**config.mk**
```make
export PLATFORM = sky130hd
export DESIGN_NAME = usb_eps_arb_flat
export DESIGN_NICKNAME = d
export VERILOG_FILES = /design/src/rtl/usb_eps_arb_pkg.sv /design/src/rtl/usb_eps_arb_if.sv /design/src/rtl/usb_eps_arb.sv /design/src/flat_wrapper.sv
export SDC_FILE = /design/constraint.sdc
export NUM_CORES = 1
export LEC_CHECK = 0
export BUFFER_PORTS_ARGS = -buffer_cell sky130_fd_sc_hd__buf_2
export CORE_MARGIN = 5
export CORE_UTILIZATION = 39
export DETAILED_ROUTE_END_ITERATION = 10
export PLACE_DENSITY = 0.76
export REMOVE_ABC_BUFFERS = 1
export SYNTH_ARGS = -nofsm -noshare
export SYNTH_HDL_FRONTEND = slang
export SYNTH_SLANG_ARGS = --single-unit
```
**constraint.sdc**
```tcl
create_clock -name clk -period 1 [get_ports clk]
set_input_delay 0.05 -clock clk [delete_from_list [all_inputs] [get_ports clk]]
set_output_delay 0.05 -clock clk [all_outputs]
set_load 0.01 [all_outputs]
```
**src/rtl/usb_eps_arb_pkg.sv**
```systemverilog
// Shared definitions for the endpoint-status RAM arbiter: default widths,
// tracking delay-line field positions and the owner encoding.
package usb_eps_arb_pkg;

    localparam int ADDR_W_DEF = 8;
    localparam int DATA_W_DEF = 16;

    // Tracking word layout: {valid, owner=B, is_read}
    localparam int EPSA_V  = 2;
    localparam int EPSA_B  = 1;
    localparam int EPSA_RD = 0;
    localparam int EPSA_W  = 3;

    typedef logic [EPSA_W-1:0] epsa_t;

    typedef enum logic {
        OWN_T = 1'b0,
        OWN_B = 1'b1
    } owner_e;

    function automatic epsa_t epsa_pack(input logic valid, input owner_e owner, input logic is_read);
        epsa_t w;
        w          = '0;
        w[EPSA_V]  = valid;
        w[EPSA_B]  = (owner == OWN_B);
        w[EPSA_RD] = is_read;
        return w;
    endfunction

endpackage

```
**src/rtl/usb_eps_arb_if.sv**
```systemverilog
// Host-bus request/acknowledge channel into the endpoint-status arbiter.
interface usb_eps_arb_if #(
    parameter int ADDR_W = 8,
    parameter int DATA_W = 16
);
    logic              bus_req;
    logic              bus_we;
    logic [ADDR_W-1:0] bus_addr;
    logic [DATA_W-1:0] bus_wdata;
    logic              bus_ack;
    logic [DATA_W-1:0] bus_rdata;

    modport master (
        output bus_req, bus_we, bus_addr, bus_wdata,
        input  bus_ack, bus_rdata
    );

    modport slave (
        input  bus_req, bus_we, bus_addr, bus_wdata,
        output bus_ack, bus_rdata
    );
endinterface

```
**src/rtl/usb_eps_arb.sv**
```systemverilog
// Shares the endpoint-status RAM between the transaction engine (absolute
// priority, fixed 3-cycle read latency) and the host bus (req/ack, idle slots only).
module usb_eps_arb
    import usb_eps_arb_pkg::*;
#(
    parameter int ADDR_W = ADDR_W_DEF,
    parameter int DATA_W = DATA_W_DEF
) (
    input  logic              clk,
    input  logic              rst_n,
    input  logic              eps_read_0,
    input  logic              eps_zero_0,
    input  logic              eps_write_0,
    input  logic [ADDR_W-1:0] eps_addr_0,
    input  logic [DATA_W-1:0] eps_wrdata_0,
    output logic [DATA_W-1:0] eps_rddata_3,
    usb_eps_arb_if.slave      bus,
    output logic [ADDR_W-1:0] ram_addr_1,
    output logic [DATA_W-1:0] ram_wdata_1,
    output logic              ram_we_1,
    output logic              ram_re_1,
    input  logic [DATA_W-1:0] ram_rdata_2
);

    logic              t_wr, t_rd, t_act, b_gnt, b_ack;
    logic              b_busy_q, b_busy_d;
    logic [ADDR_W-1:0] addr_q, addr_d;
    logic [DATA_W-1:0] wdata_q, wdata_d;
    logic              we_q, we_d, re_q, re_d;
    logic [DATA_W-1:0] rddata_q, rddata_d;
    epsa_t             trk_q [1:3];
    epsa_t             trk_d [1:3];

    always_comb begin
        t_wr  = eps_write_0 | eps_zero_0;
        t_rd  = eps_read_0 & ~t_wr;
        t_act = t_wr | eps_read_0;
        b_gnt = bus.bus_req & ~b_busy_q & ~t_act;
        b_ack = trk_q[3][EPSA_V] & trk_q[3][EPSA_B];
    end

    // Issue mux: T always wins; enables drop when idle while address/data hold.
    always_comb begin
        addr_d   = addr_q;
        wdata_d  = wdata_q;
        we_d     = 1'b0;
        re_d     = 1'b0;
        trk_d[1] = '0;
        if (t_act) begin
            addr_d   = eps_addr_0;
            wdata_d  = eps_zero_0 ? '0 : eps_wrdata_0;
            we_d     = t_wr;
            re_d     = t_rd;
            trk_d[1] = epsa_pack(1'b1, OWN_T, t_rd);
        end else if (b_gnt) begin
            addr_d   = bus.bus_addr;
            wdata_d  = bus.bus_wdata;
            we_d     = bus.bus_we;
            re_d     = ~bus.bus_we;
            trk_d[1] = epsa_pack(1'b1, OWN_B, ~bus.bus_we);
        end
    end

    for (genvar gi = 2; gi <= 3; gi++) begin : g_trk
        assign trk_d[gi] = trk_q[gi-1];
    end

    always_comb begin
        b_busy_d = b_busy_q;
        if (b_gnt) begin
            b_busy_d = 1'b1;
        end else if (b_ack) begin
            b_busy_d = 1'b0;
        end
        // Only stage-2 reads load the shared data register, so writes never clobber it.
        rddata_d = (trk_q[2][EPSA_V] & trk_q[2][EPSA_RD]) ? ram_rdata_2 : rddata_q;
    end

    always_ff @(posedge clk) begin
        if (!rst_n) begin
            b_busy_q <= 1'b0;
            addr_q   <= '0;
            wdata_q  <= '0;
            we_q     <= 1'b0;
            re_q     <= 1'b0;
            rddata_q <= '0;
            for (int i = 1; i <= 3; i++) begin
                trk_q[i] <= '0;
            end
        end else begin
            b_busy_q <= b_busy_d;
            addr_q   <= addr_d;
            wdata_q  <= wdata_d;
            we_q     <= we_d;
            re_q     <= re_d;
            rddata_q <= rddata_d;
            for (int i = 1; i <= 3; i++) begin
                trk_q[i] <= trk_d[i];
            end
        end
    end

    assign ram_addr_1    = addr_q;
    assign ram_wdata_1   = wdata_q;
    assign ram_we_1      = we_q;
    assign ram_re_1      = re_q;
    assign eps_rddata_3  = rddata_q;
    assign bus.bus_rdata = rddata_q;
    assign bus.bus_ack   = b_ack;

endmodule

```
**src/flat_wrapper.sv**
```systemverilog
// flat-port wrapper written by rule: the top's interface ports become plain ports
module usb_eps_arb_flat import usb_eps_arb_pkg::*;
#(
    parameter int ADDR_W = ADDR_W_DEF,
    parameter int DATA_W = DATA_W_DEF
)
  (clk, rst_n, eps_read_0, eps_zero_0, eps_write_0, eps_addr_0, eps_wrdata_0, eps_rddata_3, ram_addr_1, ram_wdata_1, ram_we_1, ram_re_1, ram_rdata_2, bus_bus_req, bus_bus_we, bus_bus_addr, bus_bus_wdata, bus_bus_ack, bus_bus_rdata);
  usb_eps_arb_if #(.ADDR_W(ADDR_W), .DATA_W(DATA_W)) bus_i ();
  input  logic clk;
  input  logic rst_n;
  input  logic eps_read_0;
  input  logic eps_zero_0;
  input  logic eps_write_0;
  input  logic [ADDR_W-1:0] eps_addr_0;
  input  logic [DATA_W-1:0] eps_wrdata_0;
  output logic [DATA_W-1:0] eps_rddata_3;
  output logic [ADDR_W-1:0] ram_addr_1;
  output logic [DATA_W-1:0] ram_wdata_1;
  output logic ram_we_1;
  output logic ram_re_1;
  input  logic [DATA_W-1:0] ram_rdata_2;
  input wire logic [$bits(bus_i.bus_req)-1:0] bus_bus_req;
  input wire logic [$bits(bus_i.bus_we)-1:0] bus_bus_we;
  input wire logic [$bits(bus_i.bus_addr)-1:0] bus_bus_addr;
  input wire logic [$bits(bus_i.bus_wdata)-1:0] bus_bus_wdata;
  output wire logic [$bits(bus_i.bus_ack)-1:0] bus_bus_ack;
  output wire logic [$bits(bus_i.bus_rdata)-1:0] bus_bus_rdata;
  assign bus_i.bus_req = bus_bus_req;
  assign bus_i.bus_we = bus_bus_we;
  assign bus_i.bus_addr = bus_bus_addr;
  assign bus_i.bus_wdata = bus_bus_wdata;
  assign bus_bus_ack = bus_i.bus_ack;
  assign bus_bus_rdata = bus_i.bus_rdata;
  usb_eps_arb #(.ADDR_W(ADDR_W), .DATA_W(DATA_W)) u_core (.clk(clk), .rst_n(rst_n), .eps_read_0(eps_read_0), .eps_zero_0(eps_zero_0), .eps_write_0(eps_write_0), .eps_addr_0(eps_addr_0), .eps_wrdata_0(eps_wrdata_0), .eps_rddata_3(eps_rddata_3), .bus(bus_i), .ram_addr_1(ram_addr_1), .ram_wdata_1(ram_wdata_1), .ram_we_1(ram_we_1), .ram_re_1(ram_re_1), .ram_rdata_2(ram_rdata_2));
endmodule
```
# Word-level counts from Yosys, hierarchy flattened
# Memories as Yosys holds them, arrays and structs flattened.
# Index checks and enable logic that the tools add are counted.
# totals
reg_bits	43
ramBits	9
wordCells	41
n_memories	1
# classes
n_mux	18
n_bitwise	14
n_reduce_logical	2
# memory_table
name	depth	word_bits	rd	rd_clocked_by_memory_dff	write_ports	line_no	text
u_core.trk_q	3	3	3	0	3	usb_eps_arb.sv:31	epsa_t trk_q [1:3];
# ops
cell	n
$mux 16	3
$mux 8	2
$mux 3	5
$mux 1	8
$and 1x1->1	5
$or 1x1->1	5
$not 1->1	4
$reduce_bool 2->1	2

# Depth between registers and ports, before layout
# logic_depth
word_depth	7
mapped_depth	5
mapped_depth_nobuf	3

# Least setup slack after synthesis
# OpenSTA, ideal clock, no wires.
# synth_path
kind	register to register
startpoint	register u_core.b_busy_q
endpoint	register u_core.addr_q[0], in the netlist u_core.ram_addr_1[0]
t_arrival_ns	0.931
t_required_ns	0.926
path_slack_ns	-0.005
path_stages_with_launch	6
path_buffers	2
synth_period_minus_slack_ns	1.005
cell_sequence	dfxtp_1 nand2b_1 buf_2 buf_2 nand2_1 a31oi_1
# synth_via
elab_chain_len	4
# synth_lines
item	line_no	text
start: declaration	usb_eps_arb.sv:26	logic b_busy_q, b_busy_d;
start signal: assignment	usb_eps_arb.sv:91	b_busy_q <= b_busy_d;
$not 1->1	usb_eps_arb.sv:38	b_gnt = bus.bus_req & ~b_busy_q & ~t_act;
$and 1x1->1 (2 in series)	usb_eps_arb.sv:38	
$reduce_bool 2->1 (no line)	n/a	
end signal: assignment	usb_eps_arb.sv:92	addr_q <= addr_d;
end: declaration	usb_eps_arb.sv:27	logic [ADDR_W-1:0] addr_q, addr_d;
# Every way passes these cells.
# A chain may end at the register's enable or synchronous reset.

==> results.md <==
* Die height at 84.4 µm
* Top_reg_cell synth: dfxtp_1
* H-tree levels at 2
* Share of cells above drive strength 1 at 39.8%
* RSZ-0062 raised after global routing: true
* F_max at 999 MHz
* Placed insts at 447
* CP Max Fanout at 9
* Rel. slew slack at about 84%
* Fin Clk Skew at approximately 0.0056 ns
* Via count at 2265
* Total gr overflow at 0
* Hpwl dp at 4570 µm
* DRT iter0 DRCs at 47
* Flop-to-flop setup slack at -0.001 ns
* First-pass GRT wire length at 10300 µm
* Gate Count Post-Synth at 267
* Area delta synth->final at 48.1%
* Worst vdd ir at 0.588 mV
* Synth async-reset ratio at 0%
* Avg Cell Area, Syn at roughly 8 µm²
* Commonest non-fill, non-tap cell in the layout: buf_2
* Clk_lat worst skew at 0.30 ns
* Worst-path clk slew at about 0.090 ns
* Final hold viol count at 2
* Starting Density at 39.7%
* Worst min path class: input pin to flip-flop
* CTS Buf Count at 5
* Port bufs at 129
* Total Die Area at ~7100 µm²
* Worst EP required at 1.20 ns
* Post-Route WL at roughly 6400 µm
* RePlAce Congestion at 0.874
* GRT Util Overall at between 10% and 20%
* Worst endpoint data arrival time at between 1 and 1.5 ns
* CTS tree: done
* Routed Antenna Nets at 0
* Final min period at 1.00 ns
* Initial antenna violation count at 0
* Final std cells w/o fill at between 400 and 500
* Final instance area at around 3200 µm²
* Root buffer cell: clkbuf_8
* Core region area at 5440 µm²
* Via-to-Cell Ratio at between 4 and 5
* Sink Count at 50
* Dpl ws at -0.0255 ns
* Drt first pass iters at 4
* Final core occ at 58.8%
* Max Slew Vio Count at 0
* Critical path launch point type: flip-flop
* P per Cell Area at 1310 nW/µm²
* Violated checks: negative hold slack, negative setup slack
* WL/cell at between 10 and 15 µm
* Setup ws final at -0.00145 ns
* Synthesized area at around 2200 µm²
* Endpoints failing setup at 1
* Vias in the first global route at 2111
* Largest net degree at the start of global routing at 29
* # nets final at ~480
* CP endpoint kind: flip-flop
* Cell Rows at 27
* Die X at 84.4 µm
* Leak pwr at roughly 0.0015 µW
* Placed instance area at 2820 µm²
* Synth Register Bits at 50
* MaxCap Viol Count at 0
* Most frequent cells in the layout: buf_2, nand2_1, dfxtp_1
* Tcrit/Tclk final at 100%
* Sequential area share after synthesis at 46.3%
* Worst-Margin Slew at 0.236 ns
* Final antenna diode count at 0
* Post-synth cell types at 21
* Fin Hold WS at -0.00216 ns
* Max clock buf depth at 2
* IO Pins at 130
* Yosys warns at 0
* Residual DRC at 0
* Crit path kind: flip-flop to flip-flop
* Number of synthesized flops with an enable pin at 0
* Status: finished with violations
## report_power, final
| group | total (µW) | internal [µW] | leakage (µW) | switching (µW) |
|---|---|---|---|---|
| combinational | 650 | 349 | 0.00108 | 301 |
| clock | 1440 | 801 | 0.0000573 | 641 |
| sequential | 2110 | 2070 | 0.000410 | 39.0 |
| total | 4200 | 3220 | 0.00154 | 981 |
## layout make-up
| type | instances | area (µm²) |
|---|---|---|
| Fill cell | 493 | 2240 |
| Timing Repair Buffer | 167 | 1040 |
| Sequential cell | 50 | 1000 |
| Multi-Input combinational cell | 180 | 952 |
| Tap cell | 72 | 90.1 |
| Clock buffer | 6 | 82.6 |
| Clock inverter | 1 | 30.0 |
| Inverter | 1 | 3.75 |
## worst max-delay path, stage by stage (launching register included)
cell and delay (ns):
dfxtp_2 0.37, nand2b_4 0.16, buf_6 0.14, nor2_2 0.03
o211a_1 0.19
## Yosys cell counts (2+ instances only)
cell,number,share of area [%]
nand2_1,82,14
dfxtp_1,50,46
a31oi_1,24,6.9
o21ai_1,24,5.6
nor2b_1,18,5.2
a21boi_0,16,5.6
buf_4,16,5.6
buf_2,10,2.3
and2_1,6,1.7
clkbuf_1,6,1.0
buf_6,3,1.6
a21boi_1,2,0.69
nor2_1,2,0.35
## worst paths after layout
kind                            depth (start not counted)              endpoint                from
worst max-delay path                                    4    u_core.trk_q[0][3]     u_core.b_busy_q
worst min-delay path                                    3  u_core.ram_addr_1[3]     bus_bus_addr[3]
worst max register to register                          4    u_core.trk_q[0][3]     u_core.b_busy_q
worst min register to register                          1    u_core.trk_q[0][8]  u_core.trk_q[0][5]
## metrics by stage
stage,power [µW],setup TNS (ns)
floorplan,2370,-15.05
global placement,2700,0
detailed placement,2710,-0.105
CTS,4230,0
global route,4400,-0.312
finish,4200,-0.00145
## metal layers
metal | GRT usage (%) | part of all wire [%] | vias up
li1 | - | - | 1144
met1 | 20.6 | 41 | 1021
met2 | 31.6 | 49 | 97
met3 | 6.08 | 9.9 | 3
met4 | 3.45 | 0.42 | 0
met5 | 0 | 0 | -
## logic make-up after synthesis
group | synth area share (%)
AOI/OAI and AO/OA | 19.6
DFF | 46.3
buffers and inverters | 10.9
and+or+nand+nor | 23.2
## flip-flops by register name (all words and copies together) (netlist names)
register              cells
u_core.bus.bus_rdata     16
u_core.ram_we_1           1
u_core.trk_q              8
u_core.b_busy_q           1
u_core.ram_wdata_1       16
u_core.ram_addr_1         8
## what timing repair did
action	in CTS	in global routing
resized for setup	6	10
gates cloned	1	0
setup buffers	0	0
endpoints found under the hold margin	22	0
hold buffers	22	0
endpoints found under the setup margin	24	32
No activity file was read; power rests on OpenSTA's default activity.
